$ cat src/rtl/ropuf_pair_ctrl.sv
// RO-PUF pair sequencer. For each response bit it enables the challenge-selected RO pair,
// lets the pair settle, counts synchronized rising edges of both ROs over a programmable
// window and shifts (cnt_a > cnt_b) into the response.
// Optional build macro ROPUF_PAIR_CTRL_TIE_FLAG_EN adds a per-bit tie flag output.
// SETTLE_CYC is assumed to be at least 1.
module ropuf_pair_ctrl #(
  parameter int unsigned NUM_RO     = 4,
  parameter int unsigned NBITS      = 2,
  parameter int unsigned CNT_W      = 16,
  parameter int unsigned WIN_W      = 16,
  parameter int unsigned SETTLE_CYC = 4
) (
  input  logic                                clk,
  input  logic                                rst_n,
  input  logic                                start,
  input  logic [NBITS*2*$clog2(NUM_RO)-1:0]   challenge,
  input  logic [WIN_W-1:0]                    window,
  output logic [NUM_RO-1:0]                   ro_en,
  input  logic [NUM_RO-1:0]                   ro_out,
  output logic                                busy,
  output logic                                done,
  output logic [NBITS-1:0]                    response
`ifdef ROPUF_PAIR_CTRL_TIE_FLAG_EN
  ,
  output logic [NBITS-1:0]                    tie
`endif
);

  localparam int unsigned SEL_W = $clog2(NUM_RO);
  localparam int unsigned CH_W  = NBITS * 2 * SEL_W;
  localparam int unsigned IDX_W = (NBITS > 1) ? $clog2(NBITS) : 1;
  localparam int unsigned SET_W = $clog2(SETTLE_CYC + 1);
  localparam int unsigned TMR_W = (WIN_W > SET_W) ? WIN_W : SET_W;

  localparam logic [CNT_W-1:0] CntMax    = '1;
  localparam logic [TMR_W-1:0] SettleLd  = TMR_W'(SETTLE_CYC - 1);
  localparam logic [IDX_W-1:0] LastIdx   = IDX_W'(NBITS - 1);

  typedef enum logic [2:0] {
    StIdle,
    StSettle,
    StMeasure,
    StCompare,
    StDone
  } state_e;

  state_e            state_q;
  logic [CH_W-1:0]   chal_q;
  logic [WIN_W-1:0]  win_q;
  logic [IDX_W-1:0]  idx_q;
  logic [TMR_W-1:0]  tmr_q;
  logic [CNT_W-1:0]  cnt_a_q;
  logic [CNT_W-1:0]  cnt_b_q;

  logic [NUM_RO-1:0] sync1_q;
  logic [NUM_RO-1:0] sync2_q;
  logic [NUM_RO-1:0] prev_q;

  logic [NUM_RO-1:0] edge_v;
  logic [SEL_W-1:0]  sel_a;
  logic [SEL_W-1:0]  sel_b;
  logic              inc_a;
  logic              inc_b;
  logic [WIN_W-1:0]  win_eff;

  // One-hot (or single-bit when a == b) enable mask for bit i of a challenge word.
  // Indices >= NUM_RO contribute no enable bit.
  function automatic logic [NUM_RO-1:0] pair_mask(input logic [CH_W-1:0] ch,
                                                  input int unsigned i);
    logic [SEL_W-1:0]  a;
    logic [SEL_W-1:0]  b;
    logic [NUM_RO-1:0] m;
    a = ch[i*2*SEL_W +: SEL_W];
    b = ch[i*2*SEL_W+SEL_W +: SEL_W];
    m = '0;
    for (int unsigned r = 0; r < NUM_RO; r++) begin
      if (SEL_W'(r) == a || SEL_W'(r) == b) m[r] = 1'b1;
    end
    return m;
  endfunction

  // Two-flop synchronizer plus previous-value flop for rising-edge detection.
  always_ff @(posedge clk or negedge rst_n) begin
    if (!rst_n) begin
      sync1_q <= '0;
      sync2_q <= '0;
      prev_q  <= '0;
    end else begin
      sync1_q <= ro_out;
      sync2_q <= sync1_q;
      prev_q  <= sync2_q;
    end
  end

  // Route the selected pair's edge pulses to the two counters; out-of-range picks never count.
  always_comb begin
    edge_v  = sync2_q & ~prev_q;
    sel_a   = chal_q[int'(idx_q)*2*SEL_W +: SEL_W];
    sel_b   = chal_q[int'(idx_q)*2*SEL_W+SEL_W +: SEL_W];
    inc_a   = (int'(sel_a) < int'(NUM_RO)) ? edge_v[sel_a] : 1'b0;
    inc_b   = (int'(sel_b) < int'(NUM_RO)) ? edge_v[sel_b] : 1'b0;
    win_eff = (window == '0) ? WIN_W'(1) : window;
  end

  // Sequencer FSM with registered outputs.
  always_ff @(posedge clk or negedge rst_n) begin
    if (!rst_n) begin
      state_q  <= StIdle;
      chal_q   <= '0;
      win_q    <= '0;
      idx_q    <= '0;
      tmr_q    <= '0;
      cnt_a_q  <= '0;
      cnt_b_q  <= '0;
      ro_en    <= '0;
      busy     <= 1'b0;
      done     <= 1'b0;
      response <= '0;
`ifdef ROPUF_PAIR_CTRL_TIE_FLAG_EN
      tie      <= '0;
`endif
    end else begin
      unique case (state_q)
        StIdle: begin
          if (start) begin
            chal_q   <= challenge;
            win_q    <= win_eff;
            idx_q    <= '0;
            response <= '0;
`ifdef ROPUF_PAIR_CTRL_TIE_FLAG_EN
            tie      <= '0;
`endif
            ro_en    <= pair_mask(challenge, 0);
            busy     <= 1'b1;
            tmr_q    <= SettleLd;
            cnt_a_q  <= '0;
            cnt_b_q  <= '0;
            state_q  <= StSettle;
          end
        end

        StSettle: begin
          if (tmr_q == '0) begin
            tmr_q   <= TMR_W'(win_q) - 1'b1;
            state_q <= StMeasure;
          end else begin
            tmr_q <= tmr_q - 1'b1;
          end
        end

        StMeasure: begin
          if (inc_a && cnt_a_q != CntMax) cnt_a_q <= cnt_a_q + 1'b1;
          if (inc_b && cnt_b_q != CntMax) cnt_b_q <= cnt_b_q + 1'b1;
          if (tmr_q == '0) begin
            // Pair goes dark for the compare cycle.
            ro_en   <= '0;
            state_q <= StCompare;
          end else begin
            tmr_q <= tmr_q - 1'b1;
          end
        end

        StCompare: begin
          response[idx_q] <= (cnt_a_q > cnt_b_q);
`ifdef ROPUF_PAIR_CTRL_TIE_FLAG_EN
          tie[idx_q]      <= (cnt_a_q == cnt_b_q);
`endif
          if (idx_q == LastIdx) begin
            busy    <= 1'b0;
            done    <= 1'b1;
            state_q <= StDone;
          end else begin
            idx_q   <= idx_q + 1'b1;
            ro_en   <= pair_mask(chal_q, int'(idx_q) + 1);
            tmr_q   <= SettleLd;
            cnt_a_q <= '0;
            cnt_b_q <= '0;
            state_q <= StSettle;
          end
        end

        StDone: begin
          done    <= 1'b0;
          state_q <= StIdle;
        end

        default: begin
          ro_en   <= '0;
          busy    <= 1'b0;
          done    <= 1'b0;
          state_q <= StIdle;
        end
      endcase
    end
  end

endmodule

$ cat config.mk
export PLATFORM = sky130hd
export DESIGN_NAME = ropuf_pair_ctrl
export DESIGN_NICKNAME = d
export VERILOG_FILES = /design/src/rtl/ropuf_pair_ctrl.sv
export SDC_FILE = /design/constraint.sdc
export NUM_CORES = 1
export LEC_CHECK = 0
export ABC_AREA = 1
export BUFFER_PORTS_ARGS = -buffer_cell sky130_fd_sc_hd__buf_2
export CAP_MARGIN = 20
export CELL_PAD_IN_SITES_DETAIL_PLACEMENT = 0
export CELL_PAD_IN_SITES_GLOBAL_PLACEMENT = 1
export CORE_MARGIN = 4
export CORE_UTILIZATION = 45
export DETAILED_ROUTE_END_ITERATION = 10
export MAX_ROUTING_LAYER = met4
export PLACE_DENSITY_LB_ADDON = 0.1
export SYNTH_ARGS = -nofsm -noshare
export SYNTH_HDL_FRONTEND = slang
export SYNTH_SLANG_ARGS = --single-unit
$ cat constraint.sdc
create_clock -name clk -period 1.82 [get_ports clk]
set_input_delay 0.364 -clock clk [delete_from_list [all_inputs] [get_ports clk]]
set_output_delay 0.364 -clock clk [all_outputs]
set_load 0.02 [all_outputs]
# After elaboration in Yosys (flattened, before gate mapping)
# Cells that the tools add are included.
[totals]
elab_cells = 141
regBits = 96
[op_classes]
n_reduce_logical = 33
n_shift = 4
muxes = 46
n_lt_le_gt_ge = 5
eq_ne = 26
addsub = 8
n_bitwise = 5
[op_table]
columns = ["op", "count"]
rows = [
  ["$mux W16", 9],
  ["$pmux W16 S3", 2],
  ["$pmux W16 S4", 1],
  ["$add A16 B1 Y16 const B", 2],
  ["$logic_not A16 Y1", 2],
  ["$ne A16 B16 Y1 const B", 2],
  ["$sub A16 B1 Y16 const B", 2],
  ["$eq A2 B2 Y1 const A", 8],
  ["$gt A16 B16 Y1", 1],
  ["$mux W1", 16],
  ["$ne A2 B2 Y1 const B", 8],
  ["$pmux W4 S4", 1],
  ["$reduce_and A4 Y1", 4],
  ["$shiftx A8 B5 Y2", 2],
  ["$mux W3", 4],
  ["$mux W4", 3],
  ["$pmux W3 S4", 1],
  ["$eq A1 B2 Y1 const A", 4],
  ["$logic_not A2 Y1", 4],
  ["$logic_or A1 B1 Y1", 8],
  ["$shiftx A8 B4 Y2", 1],
  ["$shiftx A8 B6 Y2", 1],
  ["$eq A3 B2 Y1 const B", 2],
  ["$lt A2 B3 Y1 const B", 2],
  ["other kinds (27)", 37],
]

# Logic depth before layout (Yosys ltp)
# Gate-level depths: netlist of run 1.
[logic_depth]
ltp_word = 8
ltp_mapped = 12

# Worst setup path after synthesis of run 1
# Ideal clock, no wire load.
[synth_timing]
path_type = "reg2reg"
start = "register tmr_q[0]"
end = "register tmr_q[5]"
t_arrival_ns = 1.532
required_time_ns = 1.694
path_slack_ns = 0.162
setup_time_ns = 0.126
n_path_buf = 1
stages_incl_launch_ff = 11
path_cell_list = "dfrtp_1 inv_1 ha_1 nand2_1 inv_1 nand3_1 nand2_2 nand2_2 buf_4 nor2_1 a21oi_1"
[synth_between]
elab_chain_len = 3
elab_cells_between_ends = 7
cone_classes = "add/sub (1); eq/ne (1); mux (3); reduce/logical (2)"
[synth_rtl]
columns = ["item", "line", "text"]
rows = [
  ["start: declaration", "51", "logic [TMR_W-1:0] tmr_q;"],
  ["start signal: assignment", "135", "tmr_q <= SettleLd;"],
  ["start signal: assignment", "144", "tmr_q <= TMR_W'(win_q) - 1'b1;"],
  ["start signal: assignment", "147", "tmr_q <= tmr_q - 1'b1;"],
  ["$sub A16 B1 Y16 or $logic_not A16 Y1 (tied branches)", "n/a", ""],
  ["$mux W16 (tied with other cells)", "154", "if (tmr_q == '0) begin"],
  ["$pmux W16 S4 or $reduce_and A4 Y1 (tied branches)", "n/a", ""],
]
# Several ways; a longest one is shown, not always the timed one. The select of a mux whose other input is x is not followed.
# A chain may end at the register's enable or synchronous reset.

# Worst setup path after layout of run 1
[layout_timing]
start = "register tmr_q[0]"
end = "register tmr_q[0]"
# Same word-level chain as after synthesis.

==> results of run 1 <==
-- cell families (layout without fill, tap and decap cells) --
group | count (synthesis) | in the layout | synth area share
adders and majority gates | 20 | 20 | 0.0403
DFF | 96 | 96 | 0.387
AOI/OAI and AO/OA | 76 | 76 | 0.0667
xor gates and xnor gates | 33 | 33 | 0.0465
buffers and inverters | 116 | 198 | 0.0752
and+or+nand+nor | 558 | 558 | 0.384
-- power by group --
group	internal [uW]	switching, uW	leakage, uW	total, uW
Combinational	82.8	143	0.00226	226
Sequential	2180	36.5	0.00118	2210
Clock	974	958	0.000144	1930
Total	3230	1140	0.00358	4370
-- worst register-to-register path, stage by stage, from the launching register on --
cell and delay [ns]:
dfrtp_1 0.40, inv_1 0.08, ha_1 0.20, nand2_2 0.10
nor2_2 0.13, nand2_1 0.11, buf_4 0.16, inv_1 0.09
nor2_1 0.07, nor3_2 0.13, nor2_1 0.06, nor2_1 0.09
-- through the flow --
step / total power [uW] / setup slack (ns) / area, um^2
after floorplan: 2340 / 0.162 / 6210
after global placement: 2480 / 0.0479 / 6840
after detailed placement: 2480 / -0.0365 / 6840
after CTS: 4430 / 0.00348 / 7150
after global routing: 4570 / -0.0344 / 7280
final: 4370 / 0.131 / 7280
-- registers in the layout, indices dropped and copies added (netlist names) --
| register | cells |
|---|---|
| cnt_a_q | 16 |
| cnt_b_q | 16 |
| tmr_q | 16 |
| win_q | 16 |
| chal_q | 8 |
| prev_q | 4 |
| ro_en | 4 |
| sync1_q | 4 |
| sync2_q | 4 |
| state_q | 3 |
| response | 2 |
| busy | 1 |
| done | 1 |
| idx_q | 1 |
-- Yosys cell counts --
library cell	count	area, um^2
a21oi_1	17	85.1
a21oi_2	1	8.76
a22o_1	2	17.5
a22oi_1	2	15.0
buf_1	1	3.75
buf_2	10	50.1
buf_4	1	7.51
buf_6	2	22.5
clkbuf_1	5	18.8
clkinv_1	1	3.75
dfrtp_1	96	2400
ha_1	20	250
inv_1	93	349
inv_2	3	11.3
nand2_1	291	1090
nand2_2	2	12.5
nand2_4	4	45.0
nand3_1	92	460
nand3_2	1	10.0
nand3_4	2	35.0
nand3b_1	3	22.5
nand4_1	12	75.1
nor2_1	128	480
nor2_2	1	6.26
nor2_4	2	22.5
nor3_1	11	55.1
nor3_4	1	16.3
nor3b_1	3	22.5
nor4_1	4	25.0
o211ai_1	2	15.0
o21a_1	1	7.51
o21ai_0	45	225
o221ai_1	1	8.76
o22ai_1	5	31.3
or2_0	1	6.26
xnor2_1	5	43.8
xor2_1	28	245
-- routing by layer --
metal  GRT usage  wire, um  up-vias
met2       0.375      8340      122
li1            -         -     3023
met5           -         0        -
met3      0.0414       582       38
met1       0.270      7270     2812
met4      0.0931       535        0
-- repair_timing --
item | in CTS | in global routing
endpoints found under the setup margin | 4 | 53
gates cloned | 0 | 0
endpoints found under the hold margin | 28 | 0
setup buffers | 0 | 7
hold buffers | 1 | 0
pin swaps | 0 | 2
resized for setup | 1 | 27
-- worst paths after layout --
kind / from / to / cells past startpoint
max in group asynchronous: rst_n / chal_q[2] / 3
max reg2reg: tmr_q[0] / tmr_q[0] / 11
max: tmr_q[0] / tmr_q[0] / 11
min in group asynchronous: rst_n / win_q[12] / 2
min: ro_out[0] / sync1_q[0] / 1
min reg2reg: sync1_q[3] / sync2_q[3] / 0
-- cell type report --
class,instances,share of cell area
multi-input combinational,687,0.469
sequential,96,0.330
timing repair buffer,85,0.0787
inverter,97,0.0507
clock buffer,9,0.0309
tap,176,0.0303
clock inverter,7,0.00997
==> impl_results.md, run 1 <==
* Run status: completed
* Worst-Skew Late Latency at 0.35 ns
* Routed wire length at 16700 um
* Layout-stage area growth over the synthesis result at 17.2%
* Average instance area after synthesis at 6.91 um^2
* TritonCTS clock tree: done
* Nature of the critical path endpoint: flip-flop
* Critical path class: flip-flop to flip-flop
* CP top delay family: simple AND/OR/NAND/NOR gates
* Number of buffers created by CTS at 9
* Initial standard-cell utilization of the core at 0.463
* Most frequent standard cell in the layout excluding fill and tap cells: nand2_1
* Internal reg-to-reg setup slack at 0.13 ns
* DRT iter0 DRCs at 373
* Delay of the slowest cell on the worst path at 0.40 ns
* Final core utilization at 0.543
* Antenna violations before repair at 0
* Number of diodes added for antenna fixing at 0
* DRC viols at 0
* Total number of vias at 5995
* # placed instances at 1133
* Mean routed wirelength per cell at 14.5 um
* Final critical path time including I/O delays and setup at 1.69 ns
* DRT antenna net count at 0
* Slowest cell on the critical path: dfrtp_1
* Crit path launch type: flip-flop
* Syn nets at 950
* Clock input transition at the sequential cells of the worst setup and hold paths at 0.07 ns
* Routability-driven placement congestion ratio at 0.971
* Multi-input combinational cell area at 0.00341 mm^2
* Total number of H-tree levels at 3
* Worst clock skew on the final layout at 0.00378 ns
* Warnings from Yosys at 0
* Peak supply drop at 0.396 mV
* Overall overflow remaining after global route at 0
* CP max FO at 4
* WP data arrival at 1.98 ns
* Number of unique standard cell types used by synthesis at 37
* Vias in the first global route at 5994
* Synthesized cell area at 0.00621 mm^2
* Power density relative to cell area at 601 mW/mm^2
* Number of search-and-repair iterations in the first detailed-routing pass at 5
* TritonCTS Sinks at 96
* Largest net degree at the start of global routing at 37
* Vertical die dimension at 125 um
* Number of buffer and inverter stages on the critical path at 3
* Slew at the pin with the worst max-slew slack at 0.493 ns
* Worst Path Required at 2.11 ns
* Global-route wire length before repair at 28400 um
* Horiz. Die Dim at 125 um
* Sequential cell area at 0.00240 mm^2
* Commonest cells after routing, fill and taps aside: 287 x nand2_1, 123 x nor2_1, 94 x dfrtp_1
* DIE AREA at 0.0157 mm^2
* Sequential element share of the synthesized area at 0.387
* Area of the core at 0.0134 mm^2
* Via count normalized by instance count at 5.18
* Worst slew margin at 0.672
* Setup-failing EPs final at 0
* Count of placed standard cells in the final layout, fillers left out at 1157
* Max-slew violation count at 0
* Hold Path Class: input port to flip-flop
* Fillers at 1341
* Register bit count reported by yosys at 96
* Final-report hold violation count at 0
* Maximum root-to-sink buffer count at 2
* Max Clk Rate at 0.592 GHz
* Worst hold slack at 0.113 ns
* Leakage power summed over all cells at 0.00358 uW
* Dominant cell type by count on the critical path: nor2_1
* Layout cells sized above 1 at 0.135
* HPWL after DPL at 12700 um
* Accumulated negative setup slack at 0 ns
* Count of standard-cell rows at 42
* Global-route total usage across every layer at 0.226
* Mapped Cells at 899
* Final cycle utilization of the critical path at 0.928
* Crit-path cells: inv_1, ha_1, nand2_2, nor2_2, nand2_1, buf_4, inv_1, nor2_1, nor3_2, nor2_1, nor2_1
* Max-capacitance violation count at 0
* Cell at the root of the clock tree: clkbuf_16
* Number of port buffers at 38
* Final-stage net count at 1027
* Count of pins on the block boundary at 39
Power figures use the tool's default switching activity.
==> run 2, diff against run 1 <==
--- a/config.mk
+++ b/config.mk
@@ -11,5 +11,5 @@
 export CELL_PAD_IN_SITES_DETAIL_PLACEMENT = 0
 export CELL_PAD_IN_SITES_GLOBAL_PLACEMENT = 1
-export CORE_MARGIN = 4
+export CORE_MARGIN = 2
 export CORE_UTILIZATION = 45
 export DETAILED_ROUTE_END_ITERATION = 10
==> constraint.sdc (replaced) <==
create_clock -name clk -period 1.82 [get_ports clk]
set_input_delay 0.364 -clock clk [delete_from_list [all_inputs] [get_ports clk]]
set_output_delay 0.364 -clock clk [all_outputs]
set_load 0.005 [all_outputs]
==> run 2 against run 1 <==
Net effect: die area shrank 6.3%; routed wire length decreased by 1.1%; utilization grew 0.092 points; via count up 0.12%; flip-flop and latch count unchanged; clock skew is 0.0040 ns higher; global-route usage grew 1.7 points; count of clock-buffer cells in the layout did not move; critical path type unchanged.
==> impl_results.md, run 2 (synthesized netlist as in run 1, its figures left out) <==
* Layout cells sized above 1 at 0.129 (-0.00510)
* Area of the core at 0.0133 mm^2 (-0.39%)
* Number of search-and-repair iterations in the first detailed-routing pass at 6 (+1)
* DRC viols at 0 (unchanged)
* Final critical path time including I/O delays and setup at 1.77 ns (+0.0820 ns)
* Crit path launch type: flip-flop
* Leakage power summed over all cells at 0.00361 uW (+0.75%)
* Global-route wire length before repair at 27400 um (-3.3%)
* Final-report hold violation count at 0 (unchanged)
* Number of buffers created by CTS at 9 (unchanged)
* Cell at the root of the clock tree: clkbuf_16
* DRT iter0 DRCs at 389 (+4.3%)
* Final worst-path setup slack at 0.0494 ns (-0.0820 ns)
* Most frequent standard cell in the layout excluding fill and tap cells: nand2_1
* Slew at the pin with the worst max-slew slack at 0.342 ns (-0.151 ns)
* Final-stage net count at 1027 (unchanged)
* Total number of vias at 6002 (+0.12%)
* Worst Path Required at 2.06 ns (-0.05 ns)
* WP data arrival at 2.01 ns (+0.03 ns)
* Nature of the critical path endpoint: flip-flop
* Largest net degree at the start of global routing at 62 (+68%)
* Max-capacitance violation count at 0 (unchanged)
* Hold Path Class: input port to flip-flop
* Max Clk Rate at 0.565 GHz (-4.6%)
* TritonCTS clock tree: done
* Worst-Skew Late Latency at 0.36 ns (about the same)
* Setup-failing EPs final at 0 (unchanged)
* Via count normalized by instance count at 5.19 (+0.12%)
* Path depth of the worst reg2reg path at 9 (-2)
* CP max FO at 6 (+2)
* Total design power at 4380 uW (+0.10%)
* Worst slew margin at 0.770 (+0.0986)
* DIE AREA at 0.0148 mm^2 (-6.3%)
* Crit-path cells: inv_1, ha_1, nand2_1, nor2_2, nand2_1, nand2_2, nand2_1, o21ai_0, a21oi_1
* Run status: completed
* TritonCTS Sinks at 96 (unchanged)
* Worst clock skew on the final layout at 0.00774 ns (+0.00396 ns)
* Number of cells traversed by the worst hold path at 1 (unchanged)
* Dominant cell type by count on the critical path: nand2_1
* Power density relative to cell area at 603 mW/mm^2 (+0.33%)
* Peak supply drop at 0.515 mV (+30%)
* Slowest cell on the critical path: dfrtp_1
* Mean routed wirelength per cell at 14.3 um (-1.1%)
* Accumulated negative setup slack at 0 ns (unchanged)
* Delay of the slowest cell on the worst path at 0.41 ns (about the same)
* Final cycle utilization of the critical path at 0.973 (+0.0450)
* Clock input transition at the sequential cells of the worst setup and hold paths at 0.07 ns (about the same)
* Antenna violations before repair at 0 (unchanged)
* Critical path class: flip-flop to flip-flop
* DP Worst Slack at 0.0752 ns (+0.112 ns)
* Layout-stage area growth over the synthesis result at 16.9%
* DRT antenna net count at 0 (unchanged)
* Global-route total usage across every layer at 0.243 (+0.0172)
* Count of standard-cell rows at 42 (unchanged)
* Vias in the first global route at 5874 (-2.0%)
* Number of diodes added for antenna fixing at 0 (unchanged)
* Maximum root-to-sink buffer count at 2 (unchanged)
* Total number of H-tree levels at 3 (unchanged)
* Commonest cells after routing, fill and taps aside: 289 x nand2_1, 124 x nor2_1, 95 x dfrtp_1
* Max-slew violation count at 0 (unchanged)
* Routed wire length at 16600 um (-1.1%)
* Initial standard-cell utilization of the core at 0.465 (+0.00182)
* Vertical die dimension at 121 um (-3.2%)
* Worst hold slack at 0.109 ns (-0.00407 ns)
* Horiz. Die Dim at 121 um (-3.2%)
* Number of port buffers at 38 (unchanged)
* Overall overflow remaining after global route at 0 (unchanged)
* HPWL after DPL at 12500 um (-1.5%)
* Count of pins on the block boundary at 39 (unchanged)
* Routability-driven placement congestion ratio at 0.925 (-4.8%)
run 2: worst paths after layout:
check                      slack [ns]        from          to
setup / recovery                 0.05    tmr_q[0]    tmr_q[5]
hold / removal                   0.11   ro_out[0]  sync1_q[0]
setup reg to reg                 0.05    tmr_q[0]    tmr_q[5]
hold reg to reg                  0.35  sync1_q[3]  sync2_q[3]
max in group asynchronous        0.97       rst_n       idx_q
min in group asynchronous        0.51       rst_n   win_q[10]
run 2: report_power, final:
group | total, uW | internal, uW | switching, uW
combinational | 223 | 81.0 | 142
sequential | 2210 | 2180 | 37.1
clock | 1940 | 973 | 967
run 2: cell type report:
class	instances	area [um^2]
timing repair buffer	85	606
sequential	96	2400
clock buffer	9	225
clock inverter	7	67.6
tap	176	220
inverter	97	364
multi-input combinational	687	3380
fill	1371	6090
run 2: critical path: cells and delay by family (launching register included):
kind	cells	cell delay [ns]
flip-flops	1	0.41
AND/OR/NAND/NOR	5	0.63
buffers and inverters	1	0.09
adder cells (fa/ha/maj)	1	0.18
AO/OA/AOI/OAI	2	0.35
run 2: timing repair:
| item | CTS | global route |
|---|---|---|
| hold endpoints to repair | 35 | 0 |
| hold buffers | 1 | 0 |
| setup endpoints to repair | 0 | 53 |
| setup buffers | 0 | 2 |
| gates resized for setup | 0 | 15 |
run 2: metrics by stage:
step / area [um^2] / instances / utilization
after floorplan: 6210 / 899 / -
after global placement: 6900 / 1138 / 0.517
after detailed placement: 6900 / 1138 / 0.517
after CTS: 7200 / 1155 / 0.540
after global routing: 7260 / 1157 / 0.544
final: 7260 / 1157 / 0.544
run 2: metal layers:
metal  track usage  part of all wire  vias to the layer above
li1              -                 -                     3018
met1         0.283              0.43                     2837
met2         0.426              0.51                      109
met3        0.0291             0.027                       38
met4        0.0984             0.030                        0
met5             -                 0                        -
